$ cat src/rtl/inst_axi_bridge_pkg.sv
// Shared types and AXI constants for the instruction-side bus bridge.
// Reused by the fetch stage and the data-side bridge.
package inst_axi_bridge_pkg;

  localparam logic [1:0] RESP_OKAY  = 2'b00;
  localparam logic [1:0] BURST_INCR = 2'b01;
  localparam logic [2:0] SIZE_4B    = 3'b010;

  typedef enum logic [2:0] {
    S_IDLE,
    S_AR,
    S_R,
    S_DRAIN,
    S_DONE
  } ibus_state_t;

  typedef struct packed {
    logic [31:0] instr;
    logic        addr_err;
    logic        bus_err;
  } inst_sram_data_t;

endpackage

$ cat src/rtl/inst_axi_bridge_fixed_addr_map.sv
// Fixed MIPS address map: kseg0/kseg1 fold onto the low 512 MB,
// everything else passes through untranslated.
module fixed_addr_map (
  input  logic [31:0] vaddr,
  output logic [31:0] paddr
);

  always_comb begin
    paddr = vaddr;
    if (vaddr[31:30] == 2'b10)
      paddr = {3'b000, vaddr[28:0]};
  end

endmodule

$ cat src/rtl/inst_axi_bridge.sv
// Instruction-side AXI4 read bridge: one single-beat fetch in flight,
// flush-safe, results held for fetch until consumed.
module inst_axi_bridge
  import inst_axi_bridge_pkg::*;
#(
  parameter logic [3:0]  AXI_ID   = 4'd0,
  parameter logic [31:0] RESET_PC = 32'hBFC0_0000
) (
  input  logic        clk,
  input  logic        rst,
  input  logic        req,
  input  logic [31:0] addr,
  input  logic        stall,
  input  logic        flush,
  input  logic [5:0]  ext_int_i,
  output logic [31:0] instr,
  output logic        instr_valid,
  output logic        addr_err,
  output logic        bus_err,
  output logic [5:0]  ext_int_o,
  output logic        stall_req,
  output logic [3:0]  arid,
  output logic [31:0] araddr,
  output logic [7:0]  arlen,
  output logic [2:0]  arsize,
  output logic [1:0]  arburst,
  output logic        arvalid,
  input  logic        arready,
  input  logic [3:0]  rid,
  input  logic [31:0] rdata,
  input  logic [1:0]  rresp,
  input  logic        rlast,
  input  logic        rvalid,
  output logic        rready
);

  ibus_state_t     state;
  ibus_state_t     state_n;
  inst_sram_data_t data_q;
  logic            flush_seen;
  logic [31:0]     paddr;
  logic            addr_bad;
  logic            start;
  logic            beat;
  logic            unused_ok;

  fixed_addr_map u_map (
    .vaddr (addr),
    .paddr (paddr)
  );

  assign addr_bad  = |addr[1:0];
  assign start     = req && !flush;
  assign beat      = rvalid && rlast;
  assign unused_ok = ^{rid, RESET_PC};

  assign arid    = AXI_ID;
  assign arlen   = 8'd0;
  assign arsize  = SIZE_4B;
  assign arburst = BURST_INCR;

  assign instr    = data_q.instr;
  assign addr_err = data_q.addr_err;
  assign bus_err  = data_q.bus_err;

  always_ff @(posedge clk) begin
    if (rst) state <= S_IDLE;
    else     state <= state_n;
  end

  always_comb begin
    state_n = state;
    unique case (state)
      S_IDLE:
        if (start) state_n = addr_bad ? S_DONE : S_AR;
      S_AR:
        if (arready)
          state_n = (flush_seen || flush) ? S_DRAIN : S_R;
      S_R:
        if (beat)       state_n = flush ? S_IDLE : S_DONE;
        else if (flush) state_n = S_DRAIN;
      S_DRAIN:
        if (beat) state_n = S_IDLE;
      S_DONE:
        if (!stall || flush) state_n = S_IDLE;
      default:
        state_n = S_IDLE;
    endcase
  end

  always_comb begin
    arvalid     = (state == S_AR);
    rready      = (state == S_R) || (state == S_DRAIN);
    instr_valid = (state == S_DONE);
    stall_req   = req && (state != S_DONE);
  end

  always_ff @(posedge clk) begin
    if (rst) begin
      araddr     <= '0;
      data_q     <= '0;
      flush_seen <= 1'b0;
      ext_int_o  <= '0;
    end else begin
      ext_int_o <= ext_int_i;
      // Flush during AR cannot cancel the address; remember it.
      if (state == S_IDLE)
        flush_seen <= 1'b0;
      else if (state == S_AR && flush)
        flush_seen <= 1'b1;
      if (state == S_IDLE && start) begin
        if (addr_bad)
          data_q <= '{instr: '0, addr_err: 1'b1, bus_err: 1'b0};
        else
          araddr <= paddr;
      end
      if (state == S_R && beat && !flush)
        data_q <= '{instr: rdata, addr_err: 1'b0,
                    bus_err: (rresp != RESP_OKAY)};
    end
  end

endmodule

$ cat config.mk
export PLATFORM = sky130hd
export DESIGN_NAME = inst_axi_bridge
export DESIGN_NICKNAME = d
export VERILOG_FILES = /design/src/rtl/inst_axi_bridge_pkg.sv /design/src/rtl/inst_axi_bridge_fixed_addr_map.sv /design/src/rtl/inst_axi_bridge.sv
export SDC_FILE = /design/constraint.sdc
export NUM_CORES = 1
export LEC_CHECK = 0
export CELL_PAD_IN_SITES_DETAIL_PLACEMENT = 0
export CELL_PAD_IN_SITES_GLOBAL_PLACEMENT = 1
export CORE_MARGIN = 5
export CORE_UTILIZATION = 28
export DETAILED_ROUTE_END_ITERATION = 6
export PLACE_DENSITY_LB_ADDON = 0.25
export SYNTH_ARGS = -nofsm -noshare
export SYNTH_HDL_FRONTEND = slang
export SYNTH_SLANG_ARGS = --single-unit
$ cat constraint.sdc
create_clock -name clk -period 2.2 [get_ports clk]
set_input_delay 0.44 -clock clk [delete_from_list [all_inputs] [get_ports clk]]
set_output_delay 0.44 -clock clk [all_outputs]
set_load 0.01 [all_outputs]
* After elaboration in Yosys (flattened, before gate mapping)
Index checks and enable logic that the tools add are counted.
Operators by class: bitwise operators 1, shift-type cells 0, div/mod/pow operators 0, equal/unequal tests 11, $lt $le $gt $ge 0, multiplexer cells 14, multiply operators 0, add/sub/neg operators 0, reduce and logical (&&, ||, !) cells 23
Operators with widths (count):
- $mux W34 | 3
- $mux W32 | 1
- $mux W3 | 8
- $pmux W3 S5 | 1
- $logic_and A1 B1 Y1 | 7
- $eq A3 B2 Y1 const B | 2
- $ne A3 B3 Y1 const B | 2
- $reduce_and A2 Y1 | 3
- $reduce_bool A2 Y1 | 3
- $reduce_or A2 Y1 | 3
- $reduce_and A5 Y1 | 1
- $ne A2 B1 Y1 const B | 2
- $ne A2 B2 Y1 const B | 2
- $eq A3 B1 Y1 const B | 1
- $eq A3 B3 Y1 const B | 1
- $logic_not A3 Y1 | 1
- $logic_or A1 B1 Y1 | 3
- $eq A2 B2 Y1 const B | 1
- $logic_not A1 Y1 | 2
- $mux W1 | 1
- $not A1 Y1 | 1
Storage, ports and cells: input bits 84, memory bits (writable) 0, flip-flop bits (word level) 76, output and inout bits 93, memories 0, memory bits (read-only) 0, logic and storage cells 56, latch bits 0

* Logic depth before layout (Yosys ltp)
Gate-level depths: netlist of the first run.
depth after elaboration 5, mapped depth 6

* Hierarchy
A second synthesis of the first run with hierarchy kept.
Unflattened totals: cells, all modules 408, area, all modules 3579.7 µm²
Modules (own cells, without submodules):
- inst_axi_bridge | instances 1, area each 3335.7 µm², cells each 375, sequential area each 1521.5 µm²
- fixed_addr_map | instances 1, area each 244.0 µm², cells each 33, sequential area each 0.0 µm²

* Worst setup path before layout of the first run
OpenSTA, ideal clock, no wires.
kind in2reg, from input port addr[0], to register araddr[10], required time 2068 ps, stages 4, path slack 662 ps, arrival time 1405 ps, setup time 132 ps, cell sequence or4_1 > clkbuf_1 > o21ai_0 > a21oi_1
Between the ends: cells in the longest elaborated chain, start to end 3
RTL lines:
- from (decl) | RTL line inst_axi_bridge.sv:12 | input logic [31:0] addr,
- $reduce_or A2 Y1 | RTL line inst_axi_bridge.sv:52 | assign addr_bad = |addr[1:0];
- $not A1 Y1 (no line)
- $reduce_and A2 Y1 (no line)
- to (signal assigned) | RTL line inst_axi_bridge.sv:115 | araddr <= paddr;
- to (decl) | RTL line inst_axi_bridge.sv:23 | output logic [31:0] araddr,
No other way between the ends. A chain may end at the register's enable or synchronous reset.

* Worst setup path after layout of the first run
from register state[2], to output port rready
Between the ends: cells in the longest elaborated chain, start to end 2, elaborated cells between the ends (all ways) 3, those cells by class 2 x eq/ne; 1 x reduce/logical
RTL lines:
- from (decl) | RTL line inst_axi_bridge.sv:37 | ibus_state_t state;
- from (signal assigned) | RTL line inst_axi_bridge.sv:68 | else state <= state_n;
- $eq A3 B2 Y1 | RTL line inst_axi_bridge.sv:93 | rready = (state == S_R) || (state == S_DRAIN);
- $logic_or A1 B1 Y1 * | RTL line inst_axi_bridge.sv:93
- to (decl) | RTL line inst_axi_bridge.sv:34 | output logic rready
Every way passes the cells marked *; elsewhere a longest branch is shown, timed or not.

==> results.md, run 1 <==
* Outcome: completed
* Main synth FF type: dfxtp_1
* Seq/Total Area, Yosys at 0.460
* Initial antenna violation count at 0
* Startpoint types: register
* Ant diodes at 0
* Synth unique cells at 37
* Grt ovf at 0
* Data required, critical path at 1.76 ns
* Wirelength, routed at 10500 um
* Die Area at 14100 sq um
* Syn_area_per_cell at 8.90 sq um
* Max clock buf depth at 2
* Worst Hold Depth at 2
* Core footprint at 11500 sq um
* Multi-input gate area at 1420 sq um
* Final Util at 0.455
* R2R Path Start: state[2]$_SDFFE_PP0P_
* Detail Route Antenna Nets at 0
* Critical Path AT at 1.67 ns
* Syn Inst Count at 372
* GRT Total Usage at 0.146
* EDFF count, synth at 0
* Reg area at 1520 sq um
* FF-to-FF End: araddr[22]$_SDFFE_PP0P_
* PortBufs at 155
* Layout Nets at 593
* Power Density at 616 nW/um^2
* Htree depth at 3
* Worst hold path class: reg2reg
* Number of global-route vias before repair at 3132
* Pre-Repair DR Iteration Count at 6
* Register-to-Register Path Depth at 5
* CTS buffer count at 9
* Final std cells w/o fill at 657
* Endpoints failing hold at 0
* Global-route wire length before repair at 16600 um
* Crit. End Element: output pin
* Starting Density at 0.287
* Hold_buf cts at 0
* Area delta synth->final at 58.3%
* Tmin final at 2.11 ns
* Max-Cap Viols at 0
* RSZ-0062 raised after global routing: false
* Clock skew at 0.00642 ns
* Overall die width at 119 um
* Ports at 177
* Placed cell count at 641
* Worst Path Max Fanout at 7
* CTS tree: done
* Fillcell total at 1150
* Setup TNS at 0 ns
* R2r setup slk at 0.53 ns
* Final period util at 0.957
* GPL Wtd Cong at 0.764
* Final Slew Violations at 0
* # DRC at 0
* Avg WL per Cell at 16.0 um
* Final Power at 3.23 mW
* YS warnings at 0
* Max Freq at 0.475 GHz
* Vias per std cell at 4.96
* Worst hold margin at 0.458 ns
* Leakage at 1.76 nW
* Seq cells post-synth at 76
* Ratio of cells with drive above 1 in the final layout at 0.0739
* CTS Sinks at 76
* Hold EP: instr[3]$_SDFFE_PP0P_
* Reg clk slew, reported paths at 0.06 ns
* HP Start: instr[3]$_SDFFE_PP0P_
* First DRT Iteration DRCs at 247
* Hpwl dp at 7000 um
* Root buffer cell: clkbuf_16
* Critical path class: reg2out
* Worst-Skew Late Latency at 0.33 ns
* # rows at 39
* Pin count of the biggest net entering global routing at 109
* Chip height at 119 um
* Peak supply drop at 0.266 mV
* Synth Cell Area at 3310 sq um
* Via Count at 3258
* Ys async rst share at 0
* Final setup vio count at 0
==> flip-flops by register name (all words and copies together), names as in the netlist <==
register    count
bus_err         1
addr_err        1
ext_int_o       6
instr          32
state           3
araddr         32
flush_seen      1
==> layer usage <==
layer	vias up	wire [um]	track usage
li1	1583	-	-
met1	1540	4510	0.172
met2	121	5060	0.246
met3	14	757	0.0473
met4	0	192	0.0601
met5	-	0	0
==> power breakdown <==
group	internal (mW)	switching, mW	total [mW]
registers	1.40	0.0110	1.41
clock network	0.879	0.533	1.41
logic	0.221	0.186	0.406
==> synthesized netlist by cell type, types with 2 or more instances <==
library cell  count  area, sq um
nand4b_1         34          298
a21oi_1          32          160
nor2_1            7         26.3
dfxtp_1          76         1520
conb_1            2         7.51
o21ai_0          29          145
inv_1            34          128
nand3_1          29          145
and2_1            2         12.5
nor3b_1           4         30.0
nand2b_1          2         12.5
buf_2            10         50.1
nor2b_1           8         50.1
clkbuf_1         27          101
nand2_1           3         11.3
o41ai_1          32          280
buf_4            20          150
o21ai_1           2         10.0
==> how the worst max path moves through the flow <==
stage	to	slack (ns)	start	cells past startpoint
finish	rready	0.09	state[2]$_SDFFE_PP0P_	3
detailed placement	araddr[22]$_SDFFE_PP0P_	-0.0008	req	5
CTS	stall_req	0.01	state[1]$_SDFFE_PP0P_	4
global placement	araddr[21]$_SDFFE_PP0P_	0.06	req	5
global route	rready	0.01	state[2]$_SDFFE_PP0P_	3
floorplan	araddr[10]$_SDFFE_PP0P_	0.66	addr[0]	4
==> per-stage QoR <==
step | area [sq um] | setup WS (ns)
final | 5240 | 0.0943
after global routing | 5240 | 0.0133
after CTS | 5230 | 0.0118
after detailed placement | 4950 | -0.000811
after global placement | 4950 | 0.0585
after floorplan | 3370 | 0.662
==> placed cells by master (no fill, tap or decap), types with 2 or more instances in the layout <==
cell,n
clkdlybuf4s50_1,154
dfxtp_1,75
inv_1,34
nand4b_1,34
o41ai_1,32
a21oi_1,32
nand3_1,29
o21ai_0,29
conb_1,17
buf_4,11
clkbuf_16,9
nor2b_1,8
nor2_1,7
clkbuf_1,5
buf_12,4
nand2_1,3
nor3b_2,2
nand2b_1,2
and2_1,2
o21ai_1,2
nor3b_1,2
==> cell families (layout without fill, tap and decap cells) <==
family	Yosys count	in the layout	synth area share
compound gates	102	102	0.198
buf+inv	93	220	0.134
flops	76	76	0.460
other cells	2	17	0.00227
simple gates	99	99	0.206
==> area by class of cell <==
cell class	count	area share
Clock inverter	2	0.00669
Timing Repair Buffer	170	0.326
Multi-Input combinational cell	218	0.271
Tap cell	143	0.0341
Clock buffer	14	0.0466
Inverter	34	0.0244
Sequential cell	76	0.291
==> critical path, stage by stage, from the launching register on <==
cell	delay (ns)
dfxtp_1	0.33
buf_4	0.17
nor2b_1	0.23
clkdlybuf4s50_1	0.60
==> repair_timing <==
item                                    in CTS  in global routing
buffers inserted                             0                  0
gates resized for setup                      0                  2
endpoints found under the setup margin       0                  4
(Power assumes the default switching activity.)
==> inputs of run 2 (changes only) <==
Settings changed: ABC_AREA set to 1, CORE_UTILIZATION 28 to 27.
Clock period 2.2 ns to 2.6 ns, I/O delays scaled along.
==> run 2 against run 1 <==
Critical endpoint is now arvalid. Clock-buffer cell count decreased by 2. First-iteration DRC count is 43% lower. Non-clock buffer count shrank 10. Wire length decreased by 13%. Critical path type unchanged. Critical path depth is the same. Setup slack better by 0.27 ns. Clock power fell by 35%. Via count down 11%. Clock skew fell by 0.00054 ns. Design area decreased by 9.6%.
==> results.md, run 2 <==
* Outcome: completed (unchanged)
* CTS Sinks at 76 (unchanged)
* Leakage at 1.84 nW (was 1.76 nW)
* Htree depth at 3 (unchanged)
* Number of global-route vias before repair at 2880 (was 3132)
* CTS tree: done (unchanged)
* Chip height at 115 um (was 119 um)
* EDFF count, synth at 0 (unchanged)
* First DRT Iteration DRCs at 141 (was 247)
* Synth unique cells at 23 (was 37)
* Tmin final at 2.24 ns
* Worst hold path class: reg2reg (unchanged)
* # DRC at 0 (unchanged)
* Clock skew at 0.00589 ns (was 0.00642 ns)
* CTS resizes at 0 (unchanged)
* Syn_area_per_cell at 7.75 sq um (was 8.90 sq um)
* Net Sw Power at 777 uW (was 730 uW)
* Hold_buf cts at 0 (unchanged)
* Syn Inst Count at 385 (was 372)
* CP max stage delay at 0.60 ns (about the same)
* Final worst slack at 0.365 ns (was 0.0943 ns)
* Worst slew margin at 0.636
* Crit path max-delay family: buffers and inverters (unchanged)
* Peak supply drop at 0.280 mV (was 0.266 mV)
* Sequential power share at 0.456 (was 0.437)
* Layout Nets at 615 (was 593)
* RSZ-0062 raised after global routing: false (unchanged)
* Multi-input gate area at 1160 sq um (was 1420 sq um)
* Max-Cap Viols at 0 (unchanged)
* # rows at 38 (was 39)
* GPL Wtd Cong at 0.795 (was 0.764)
* Data required, critical path at 2.08 ns (was 1.76 ns)
* Reg area at 1520 sq um (about the same)
* Share of the synthesized area in the top cell type at 0.510 (was 0.460)
* Final Slew Violations at 0 (unchanged)
* Worst Tran Pin Value at 0.546 ns
* Worst slack, placed at 0.410 ns (was -0.000811 ns)
* Wirelength, routed at 9120 um (was 10500 um)
* Clock network power share at 0.328 (was 0.437)
* Final Power at 2.80 mW (was 3.23 mW)
* Die Area at 13300 sq um (was 14100 sq um)
* Final setup vio count at 0 (unchanged)
* Commonest cells post-synth: 76 x dfxtp_1, 74 x nor2_1, 51 x nand2_1 (was 76 x dfxtp_1, 34 x inv_1, 34 x nand4b_1)
* Seq cells post-synth at 76 (unchanged)
* Core footprint at 10800 sq um (was 11500 sq um)
* PortBufs at 155 (unchanged)
* Initial antenna violation count at 0 (unchanged)
* Max clock buf depth at 2 (unchanged)
* Buf/Inv on CP at 2 (unchanged)
* GRT Total Usage at 0.136 (was 0.146)
* Worst hold margin at 0.452 ns (was 0.458 ns)
* Pre-Repair DR Iteration Count at 4 (was 6)
* Avg WL per Cell at 13.5 um (was 16.0 um)
* Final period util at 0.860
* Critical path class: reg2out (unchanged)
* Ys async rst share at 0 (unchanged)
* Worst-Skew Late Latency at 0.34 ns (was 0.33 ns)
* Comb pwr share at 0.216 (was 0.126)
* Max Freq at 0.447 GHz
* Top-count cell post-synth: dfxtp_1 (unchanged)
* Most frequent cells in the layout: 154 x clkdlybuf4s50_1, 76 x dfxtp_1, 74 x nor2_1 (was 154 x clkdlybuf4s50_1, 75 x dfxtp_1, 34 x inv_1, 34 x nand4b_1)
* Root buffer cell: clkbuf_8 (was clkbuf_16)
* Top post-synthesis cells by area: dfxtp_1 51%, nor2_1 9.3%, nand3_1 6.9% (was dfxtp_1 46%, nand4b_1 9.0%, o41ai_1 8.5%)
* Overall die width at 115 um (was 119 um)
* Worst path slowest cell: clkdlybuf4s50_1 (unchanged)
* Critical Path AT at 1.72 ns (was 1.67 ns)
* Starting Density at 0.275 (was 0.287)
* Detail Route Antenna Nets at 0 (unchanged)
* Grt ovf at 0 (unchanged)
* Ratio of cells with drive above 1 in the final layout at 0.0560 (was 0.0739)
* Power Density at 592 nW/um^2 (was 616 nW/um^2)
* Worst Path Max Fanout at 6 (was 7)
* Internal power at 2.02 mW (was 2.50 mW)
* Synth area leader: dfxtp_1 (unchanged)
* Vias per std cell at 4.31 (was 4.96)
* Hpwl dp at 6320 um (was 7000 um)
* Pin count of the biggest net entering global routing at 45 (was 109)
* Reg clk slew, reported paths at 0.07 ns (was 0.06 ns)
* Setup TNS at 0 ns (unchanged)
* Post-CTS Setup Bufs at 0 (unchanged)
* Fillcell total at 1144 (was 1150)
* Global-route wire length before repair at 14300 um (was 16600 um)
* Area delta synth->final at 58.7% (was 58.3%)
* Net Sw Frac at 0.277 (was 0.226)
* Main synth FF type: dfxtp_1 (unchanged)
* YS warnings at 0 (unchanged)
* Endpoints failing hold at 0 (unchanged)
* Via Count at 2912 (was 3258)
* Ports at 177 (unchanged)
* CTS buffer count at 9 (unchanged)
* Ant diodes at 0 (unchanged)
* Most common cell after layout, fill and taps aside: clkdlybuf4s50_1 (unchanged)
* Crit. End Element: output pin (unchanged)
* Startpoint types: register (unchanged)
* Seq/Total Area, Yosys at 0.510 (was 0.460)
* Crit-path cells: inv_1 -> nor3_1 -> clkdlybuf4s50_1 (was buf_4 -> nor2b_1 -> clkdlybuf4s50_1)
* Synth Cell Area at 2980 sq um (was 3310 sq um)
## run 2: changes by cell type in the layout (fill, tap and decap cells not counted), sizes merged, moves of 10 or more
| cell | before | now |
|---|---|---|
| nor2 | 7 | 77 |
| nand3 | 29 | 41 |
| inv | 34 | 21 |
| nand4b | 34 | 0 |
| nand2 | 3 | 52 |
| o41ai | 32 | 0 |
| buf | 16 | 6 |
## run 2: cells by family (layout without fill, tap and decap cells)
| group | after synthesis | after routing | synth area share |
|---|---|---|---|
| compound gates | 70 | 70 | 0.118 |
| simple gates | 174 | 174 | 0.251 |
| other cells | 2 | 17 | 0.00252 |
| buf+inv | 63 | 199 | 0.119 |
| flops | 76 | 76 | 0.510 |
## run 2: per-stage QoR
stage	instance area [sq um]	util	cells
after floorplan	3040	-	400
after global placement	4530	0.418	660
after detailed placement	4530	0.418	660
after CTS	4740	0.437	676
after global routing	4740	0.437	676
final	4740	0.437	676
## run 2: layer usage
| layer | vias up | global-route usage | wire length, um |
|---|---|---|---|
| li1 | 1495 | - | - |
| met1 | 1310 | 0.158 | 3820 |
| met2 | 98 | 0.225 | 4320 |
| met3 | 9 | 0.0511 | 854 |
| met4 | 0 | 0.0524 | 126 |
| met5 | - | 0 | 0 |
## run 2: power groups by stage
| stage | registers [mW] | logic [mW] | clock network (mW) |
|---|---|---|---|
| 3_3_place_gp | 1.30 | 0.608 | 0 |
| 3_5_place_dp | 1.30 | 0.610 | 0 |
| 4_1_cts | 1.28 | 0.612 | 0.963 |
| 5_1_grt | 1.29 | 0.671 | 1.00 |
| 6_report | 1.28 | 0.604 | 0.919 |
| 2_1_floorplan | 1.32 | 0.310 | 0 |
## run 2: cell type report
class / count / share of cell area
clock inverters: 4 / 0.0100
inverters: 23 / 0.0185
flip-flops and latches: 76 / 0.321
multi-input cells: 261 / 0.246
clock buffers: 12 / 0.0328
repair buffers: 160 / 0.334
well taps: 140 / 0.0370
## run 2: tightest hold or removal path: stages (launching register included)
cell and delay [ns]:
dfxtp_1 0.32, nand2_1 0.06, nor2_1 0.04
## run 2: worst paths after layout
kind / depth (start not counted) / start / end / slack [ns]
worst min register to register: 2 / araddr[0]$_SDFFE_PP0P_ / araddr[0]$_SDFFE_PP0P_ / 0.45
worst max-delay path: 3 / state[0]$_SDFFE_PP0P_ / arvalid / 0.36
worst max register to register: 6 / state[0]$_SDFFE_PP0P_ / araddr[29]$_SDFFE_PP0P_ / 1.02
worst min-delay path: 2 / araddr[0]$_SDFFE_PP0P_ / araddr[0]$_SDFFE_PP0P_ / 0.45
